===== config.mk =====
export PLATFORM = sky130hd
export DESIGN_NAME = mod_updown_counter
export DESIGN_NICKNAME = d
export VERILOG_FILES = /design/src/rtl/counter_pkg.sv /design/src/rtl/cnt_bit_cell.sv /design/src/rtl/mod_updown_counter.sv
export SDC_FILE = /design/constraint.sdc
export NUM_CORES = 1
export LEC_CHECK = 0
export CAP_MARGIN = 20
export CORE_AREA = 2 2 39 41
export DETAILED_ROUTE_END_ITERATION = 16
export DIE_AREA = 0 0 41 43
export PLACE_DENSITY = 0.6
export SLEW_MARGIN = 20
export SYNTH_ARGS = -nofsm -noshare
export SYNTH_HDL_FRONTEND = slang
export SYNTH_SLANG_ARGS = --single-unit

===== constraint.sdc =====
create_clock -name clk -period 1.96 [get_ports clk]
set_input_delay 0.392 -clock clk [delete_from_list [all_inputs] [get_ports clk]]
set_output_delay 0.392 -clock clk [all_outputs]
set_load 0.02 [all_outputs]

===== src/rtl/counter_pkg.sv =====
// Shared definitions for the modulo up/down counter family.
// Holds the direction encodings, the bit-cell mux select encoding and
// the load clamp helper used by the top level.
package counter_pkg;

  // Direction encodings as seen on the `up` input and the direction register.
  localparam logic DIR_DOWN = 1'b0;
  localparam logic DIR_UP   = 1'b1;

  // Bit-cell next-state select, formed as {load, en}.
  // Both load encodings pick the parallel input, so load always wins over en.
  typedef enum logic [1:0] {
    SEL_HOLD    = 2'b00,
    SEL_NEXT    = 2'b01,
    SEL_LOAD    = 2'b10,
    SEL_LOAD_EN = 2'b11
  } cell_sel_e;

  // Out-of-range load values land on the top of the count range.
  // This keeps the counter inside 0..modulus-1 even after a bad load.
  function automatic int unsigned clamp_load(input int unsigned value,
                                             input int unsigned modulus);
    if (value < modulus) begin
      return value;
    end
    return modulus - 1;
  endfunction

endpackage


===== src/rtl/cnt_bit_cell.sv =====
// One bit of the counter register: a flop fed by a 4-input mux.
// The mux chooses hold / next / in / in from the {load, en} select, so
// the top level only needs to supply the per-bit next value and load value.
module cnt_bit_cell
  import counter_pkg::*;
#(
  parameter logic RST_BIT = 1'b0
) (
  input  logic      clk_i,
  input  logic      rst_ni,
  input  cell_sel_e sel_i,
  input  logic      next_i,
  input  logic      in_i,
  output logic      q_o
);

  logic bit_q;
  logic bit_d;

  // Select the value this bit takes on the next rising edge.
  always_comb begin
    bit_d = bit_q;
    unique case (sel_i)
      SEL_HOLD:    bit_d = bit_q;
      SEL_NEXT:    bit_d = next_i;
      SEL_LOAD:    bit_d = in_i;
      SEL_LOAD_EN: bit_d = in_i;
      default:     bit_d = bit_q;
    endcase
  end

  // Storage flop; reset drops straight to this bit of the reset value.
  always_ff @(posedge clk_i or negedge rst_ni) begin
    if (!rst_ni) begin
      bit_q <= RST_BIT;
    end else begin
      bit_q <= bit_d;
    end
  end

  assign q_o = bit_q;

endmodule


===== src/rtl/mod_updown_counter.sv =====
// WIDTH-bit modulo-MODULUS up/down counter with synchronous parallel load,
// count enable, a combinational carry/borrow look-ahead (co) and a
// terminal-count flag (tc) derived from registered state.
// Stages cascade by wiring co of the lower stage into en of the upper one;
// because co is combinational both stages move on the same edge.
// Build option: define COUNTER_SAT_EN to make the counter stop at its
// limits instead of wrapping; the port list is the same either way.
module mod_updown_counter
  import counter_pkg::*;
#(
  parameter int WIDTH   = 3,
  parameter int MODULUS = 2 ** WIDTH,
  parameter int RST_VAL = 0
) (
  input  logic             clk,
  input  logic             rst,
  input  logic             en,
  input  logic             load,
  input  logic             up,
  input  logic [WIDTH-1:0] in,
  output logic [WIDTH-1:0] count,
  output logic             co,
  output logic             tc
);

  localparam logic [WIDTH-1:0] MAX_VAL = WIDTH'(MODULUS - 1);
  localparam logic [WIDTH-1:0] RST_VEC = WIDTH'(RST_VAL);

  logic [WIDTH-1:0] cnt_q;
  logic [WIDTH-1:0] incr_val;
  logic [WIDTH-1:0] decr_val;
  logic [WIDTH-1:0] step_val;
  logic [WIDTH-1:0] load_val;
  logic             at_max;
  logic             at_zero;
  logic             dir_q;
  logic             dir_d;
  cell_sel_e        sel;

  // The modulo compare is exact, so a non power-of-two range wraps at
  // MODULUS-1 rather than at the natural all-ones value.
  assign at_max  = (cnt_q == MAX_VAL);
  assign at_zero = (cnt_q == '0);

  // Out-of-range parallel values are clamped before they reach the cells.
  assign load_val = WIDTH'(clamp_load(32'(in), 32'(MODULUS)));

  // Increment and decrement candidates, wrapping or saturating at the ends.
  always_comb begin
    incr_val = cnt_q + WIDTH'(1);
    decr_val = cnt_q - WIDTH'(1);
`ifdef COUNTER_SAT_EN
    if (at_max) begin
      incr_val = cnt_q;
    end
    if (at_zero) begin
      decr_val = cnt_q;
    end
`else
    if (at_max) begin
      incr_val = '0;
    end
    if (at_zero) begin
      decr_val = MAX_VAL;
    end
`endif
  end

  // Direction picks which candidate the cells see as their next value.
  always_comb begin
    step_val = decr_val;
    if (up == DIR_UP) begin
      step_val = incr_val;
    end
  end

  // load outranks en inside each cell because both load codes select in.
  assign sel = cell_sel_e'({load, en});

  for (genvar i = 0; i < WIDTH; i++) begin : g_cell
    cnt_bit_cell #(
      .RST_BIT(RST_VEC[i])
    ) u_cell (
      .clk_i (clk),
      .rst_ni(rst),
      .sel_i (sel),
      .next_i(step_val[i]),
      .in_i  (load_val[i]),
      .q_o   (cnt_q[i])
    );
  end

  // Direction is captured on any edge that moves or loads the counter.
  always_comb begin
    dir_d = dir_q;
    if (en || load) begin
      dir_d = up;
    end
  end

  // Direction register; reset assumes counting up so tc reflects RST_VAL
  // against the top of the range.
  always_ff @(posedge clk or negedge rst) begin
    if (!rst) begin
      dir_q <= DIR_UP;
    end else begin
      dir_q <= dir_d;
    end
  end

  // co looks ahead one edge and is suppressed while loading.
  assign co = en & ~load & ((up == DIR_UP) ? at_max : at_zero);

  // tc depends only on flops, so it is glitch-free for downstream logic.
  assign tc = (dir_q == DIR_UP) ? at_max : at_zero;

  assign count = cnt_q;

endmodule


==> flow_summary.json, run 1 <==
{
  "status": "finished clean",
  "vias": 348,
  "clk_path_buf_depth": 2,
  "synth_area_leaders": "dfrtp_1 22%, ha_1 15%, dfstp_2 7.9%",
  "cts.reportedPaths.clkPinSlew_ns": 0.05,
  "endpoint_kind": "output pin",
  "synthSimpleGateAreaFrac_pct": 20.60,
  "via_per_inst": 4.462,
  "grt_max_degree": 7,
  "gr-total-overflow": 0,
  "antenna_cells": 0,
  "dp.cells": 74,
  "cts_resized": 4,
  "multiInputGateArea_um2": 201.4,
  "synth_top_family_by_area": "compound AO/OA/AOI/OAI gates",
  "synth-warning-count": 0,
  "whs_ns": 0.3426,
  "clock.fmax_mhz": 543.8,
  "cts_tree": "built",
  "setup_violations": 0,
  "synth_seq_cells": 4,
  "grt_usage_pct": 12.21,
  "antenna_found_initial": 0,
  "ys_seq_area_share_pct": 30.34,
  "synth_top_area_cell": "dfrtp_1",
  "fp.dieW_um": 41,
  "relSlewSlack_pct": 84.21,
  "utilization_pct": 40.05,
  "drv_cap": 0,
  "drtPass1Iterations": 3,
  "area_delta_synth_final_pct": 65.92,
  "clock_skew_ns": 0.01358,
  "post-cts-setup-buffer-count": 0,
  "start_util_pct": 24.14,
  "rows": 14,
  "fin_crit_sh_pct": 93.83,
  "worstSkewPairLatency_ns": 0.24,
  "synthesis.area_um2": 334.1,
  "ys_types": 19,
  "wl_per_cell_um": 10.31,
  "antenna_left": 0,
  "synth-compound-area-share_pct": 23.97,
  "gp_congestion": 0.7727,
  "synth_top_area_share_pct": 22.47,
  "synth_mux_area_share_pct": 0,
  "cts_buffers": 3,
  "die_h_um": 43,
  "grt_first_pass_wirelength_um": 1331,
  "post-route-cell-area_um2": 554.3,
  "ios": 13,
  "syn_inst": 38,
  "finalPower_mw": 0.3704,
  "syn_nets": 50,
  "worstPathRequired_ns": 1.57,
  "fill_cells": 142,
  "tightest_slew_ns": 0.2355,
  "arrival_ns": 1.45,
  "rsz0062_at_grt": "no",
  "hpwlAfterDp_um": 633,
  "syn_avg_cell_area_um2": 8.791,
  "fin_crit_ns": 1.839,
  "drv_slew": 0,
  "core_area_mm2": 0.001384,
  "placed_cell_area_um2": 534.3,
  "synth-adder-area-share_pct": 14.98,
  "hold_path.class": "primary input to asynchronous set/reset pin",
  "clock-sinks": 4,
  "port_buffers": 12,
  "r2r_cells": 5,
  "peakVddDrop_mv": 0.1843,
  "crit_path_max_fanout": 4,
  "final_nets": 75,
  "wl_um": 804,
  "fin_cells": 78,
  "grt_pass1_vias": 323,
  "start_kind": "flop",
  "drive_gt1_share_pct": 33.87,
  "regArea_um2": 102.6,
  "die_area_mm2": 0.001763,
  "crit_type": "flop to output pin",
  "powerDensity_mw_per_mm2": 668.3,
  "hold_viol": 0,
  "clock-root-buffer": "clkbuf_4",
  "synth_xor_xnor_area_share_pct": 0,
  "drc": 0,
  "drt_iter0_drc": 7,
  "htree_levels": 1,
  "cts_hold_buf": 0,
  "p_leak_nw": 0.2559
}
## worst max-delay path, cell delays in order (launching register included)
cell     delay [ns]
dfrtp_2        0.42
ha_1           0.20
ha_1           0.21
nand2_1        0.08
o21a_1         0.12
nor2_1         0.04
buf_2          0.15
## cell usage after synthesis
master,instances
ha_1,4
a211oi_1,1
nand2b_2,1
nand2_1,4
o31ai_1,2
a221o_1,1
nand2b_4,1
buf_4,3
dfstp_2,1
o21a_1,2
and3_1,1
or3_1,1
nor2_1,3
a21oi_1,2
a22oi_1,1
nor3b_1,1
dfrtp_1,3
o21ai_0,3
inv_1,3
## state kept, by name, indices dropped and copies added (netlist names)
signal,cells
g_cell.u_cell.q_o,3
dir_q,1
## power by group
group / total (mW) / internal (mW) / switching [mW]
combinational: 0.148 / 0.0862 / 0.0616
clock: 0.115 / 0.0767 / 0.0388
sequential: 0.107 / 0.0946 / 0.0127
## final cells by class
| type | instances | area share (%) |
|---|---|---|
| sequential | 4 | 18.51 |
| tap | 16 | 3.612 |
| timing repair buffer | 23 | 34.76 |
| multi-input combinational | 28 | 36.34 |
| clock buffer | 4 | 4.740 |
| inverter | 3 | 2.032 |
## kinds of logic (layout without fill, tap and decap cells)
logic type / Yosys count / after routing
simple gates: 12 / 12
compound gates: 12 / 12
flops: 4 / 4
buf+inv: 6 / 30
fa+ha+maj: 4 / 4
## metal layers
| layer | share of wire [%] | global-route usage (%) |
|---|---|---|
| met4 | 3.0 | 14.00 |
| met2 | 49 | 15.94 |
| met1 | 46 | 14.05 |
| met3 | 2.6 | 3.141 |
| met5 | 0 | 0 |
## stage by stage
| step | setup TNS, ns | setup slack, ns |
|---|---|---|
| after floorplan | 0 | 0.3340 |
| after global placement | -0.1879 | -0.1879 |
| after detailed placement | -0.1750 | -0.1750 |
| after CTS | 0 | 0.0007010 |
| after global routing | 0 | 0.001186 |
| final | 0 | 0.1210 |
## final timing paths
check / from / end / slack [ns]
min in group clk: dir_q / dir_q / 0.50
setup / recovery: g_cell[0].u_cell.q_o / co / 0.12
max in group asynchronous: rst / dir_q / 1.37
hold reg to reg: dir_q / dir_q / 0.50
hold / removal: rst / g_cell[1].u_cell.q_o / 0.34
setup reg to reg: g_cell[0].u_cell.q_o / g_cell[0].u_cell.q_o / 0.48
## cells in the final DEF (no fill, tap or decap), drive strengths merged, types with 2 or more instances in the layout
cell type,n
clkdlybuf4s50,10
dfrtp,3
a21oi,2
o31ai,2
nand2b,2
o21ai,3
buf,12
o21a,2
inv,3
nand2,4
clkbuf,5
ha,4
nor2,3
Note: power is estimated with default switching activity, not from simulation.
==> run 2, diff against run 1 <==
--- a/config.mk
+++ b/config.mk
@@ -9,8 +9,8 @@
 export CORE_AREA = 2 2 39 41
 export DETAILED_ROUTE_END_ITERATION = 16
 export DIE_AREA = 0 0 41 43
+export HOLD_SLACK_MARGIN = 0.06
 export PLACE_DENSITY = 0.6
-export SLEW_MARGIN = 20
 export SYNTH_ARGS = -nofsm -noshare
 export SYNTH_HDL_FRONTEND = slang
 export SYNTH_SLANG_ARGS = --single-unit
==> results of run 2 <==
Final layout, timing and power as in run 1 (identical DEF).
==> run 3, diff against run 2 <==
--- a/config.mk
+++ b/config.mk
@@ -9,8 +9,10 @@
 export CORE_AREA = 2 2 39 41
 export DETAILED_ROUTE_END_ITERATION = 16
 export DIE_AREA = 0 0 41 43
+export GPL_TIMING_DRIVEN = 0
 export HOLD_SLACK_MARGIN = 0.06
 export PLACE_DENSITY = 0.6
+export SKIP_CTS_REPAIR_TIMING = 1
 export SYNTH_ARGS = -nofsm -noshare
 export SYNTH_HDL_FRONTEND = slang
 export SYNTH_SLANG_ARGS = --single-unit
==> run 3 against run 2 <==
Fmax is 0.49% lower. Total power is 6.8% lower. Sequential power hardly changed. Critical path depth stayed put. Critical endpoint unchanged.
==> flow_summary.json, run 3 (synthesis results as in run 1) <==
{
  "status": "finished clean",
  "drc": 0,
  "worstPathRequired_ns": 1.57,
  "largest_reg_flops": 3,
  "antenna_cells": 0,
  "drv_slew": 0,
  "vias": 323,
  "core_area_mm2": 0.001384,
  "peakVddDrop_mv": 0.1714,
  "hpwlAfterDp_um": 563.3,
  "htree_levels": 1,
  "p_leak_nw": 0.2319,
  "arrival_ns": 1.46,
  "clock-sinks": 4,
  "via_per_inst": 4.614,
  "endpoint_kind": "output pin",
  "fill_cells": 157,
  "crit_type": "flop to output pin",
  "multiInputGateArea_um2": 201.4,
  "drive_gt1_share_pct": 22.22,
  "rsz0062_at_grt": "no",
  "area_delta_synth_final_pct": 50.19,
  "worstPathCellList": "inv_1, ha_1, nand2b_4, o21a_1, nor2_1, clkbuf_2",
  "clk_path_buf_depth": 2,
  "fp.dieW_um": 41,
  "cp_slowest_stage_delay_ns": 0.44,
  "dp_slack_ns": -0.2675,
  "final_nets": 67,
  "relSlewSlack_pct": 84.86,
  "die_area_mm2": 0.001763,
  "grt_max_degree": 7,
  "worstSkewPairLatency_ns": 0.24,
  "wl_um": 710,
  "wl_met2_um": 336,
  "powerDensity_mw_per_mm2": 688.4,
  "die_h_um": 43,
  "wl_per_cell_um": 10.14,
  "utilization_pct": 36.26,
  "fin_crit_sh_pct": 94.29,
  "layout_common_cells": "10 x clkdlybuf4s50_1, 4 x nand2_1",
  "cp_num_buf_inv": 2,
  "gr-total-overflow": 0,
  "grt_usage_pct": 11.19,
  "cts.reportedPaths.clkPinSlew_ns": 0.04,
  "antenna_found_initial": 0,
  "finalPower_mw": 0.3454,
  "post-route-cell-area_um2": 501.7,
  "start_util_pct": 24.14,
  "start_kind": "flop",
  "dp.cells": 66,
  "placed_cell_area_um2": 474.2,
  "setup_slack_ns": 0.1120,
  "crit_path_max_fanout": 6,
  "clock-root-buffer": "clkbuf_4",
  "cts_buffers": 3,
  "cts_tree": "built",
  "critPathTopFamily": "flip-flops",
  "rows": 14,
  "grt_first_pass_wirelength_um": 1235,
  "fin_crit_ns": 1.848,
  "drtPass1Iterations": 4,
  "layout_commonest_cell": "clkdlybuf4s50_1",
  "clock.fmax_mhz": 541.1,
  "hold_viol": 0,
  "grt_pass1_vias": 300,
  "gp_congestion": 0.8075,
  "ios": 13,
  "port_buffers": 12,
  "top_layer_used": "met4",
  "tightest_slew_ns": 0.2252,
  "setup_violations": 0,
  "antenna_left": 0,
  "clock_skew_ns": 0.002448,
  "cpMaxStageDelayCell": "dfrtp_2",
  "detail_route.wirelength.met1_um": 318,
  "drt_iter0_drc": 2,
  "drv_cap": 0,
  "regArea_um2": 102.6,
  "hold_path.class": "primary input to asynchronous set/reset pin",
  "wl_met3_um": 22,
  "fin_cells": 70
}
run 3: changes by cell type in the layout (fill, tap and decap cells not counted), sizes merged:
cell | previous run | this run
buf | 12 | 3
dlymetal6s2s | 0 | 1
run 3: final timing paths:
path,startpoint,end,slack (ns),cells past startpoint
worst max-delay path,g_cell[0].u_cell.q_o,co,0.11,6
min in group clk,dir_q,dir_q,0.48,2
max in group asynchronous,rst,dir_q,1.37,1
worst min register to register,dir_q,dir_q,0.48,2
worst max register to register,g_cell[0].u_cell.q_o,g_cell[2].u_cell.q_o,0.52,5
worst min-delay path,rst,g_cell[1].u_cell.q_o,0.35,1
run 3: per-stage QoR:
stage | hold slack (ns) | TNS [ns]
floorplan | 0.09641 | 0
global placement | 0.4835 | -0.3209
detailed placement | 0.4846 | -0.2910
CTS | 0.3514 | -0.6734
global route | 0.3552 | 0
finish | 0.3522 | 0
run 3: layout make-up:
type	instances	area share [%]
Timing Repair Buffer	12	23.44
Tap cell	16	3.990
Buffer	3	4.489
Multi-Input combinational cell	28	40.15
Inverter	3	2.244
Clock buffer	4	5.237
Sequential cell	4	20.45
run 3: per-layer routing:
layer	vias to the layer above	global-route usage (%)
met4	0	12.00
li1	165	-
met1	145	14.01
met3	4	1.571
met5	-	0
met2	9	14.69
run 3: where the power goes:
part	switching, mW	total (mW)	internal, mW
Combinational	0.0543	0.124	0.0695
Sequential	0.0144	0.109	0.0946
Clock	0.0361	0.113	0.0766
Total	0.105	0.345	0.241
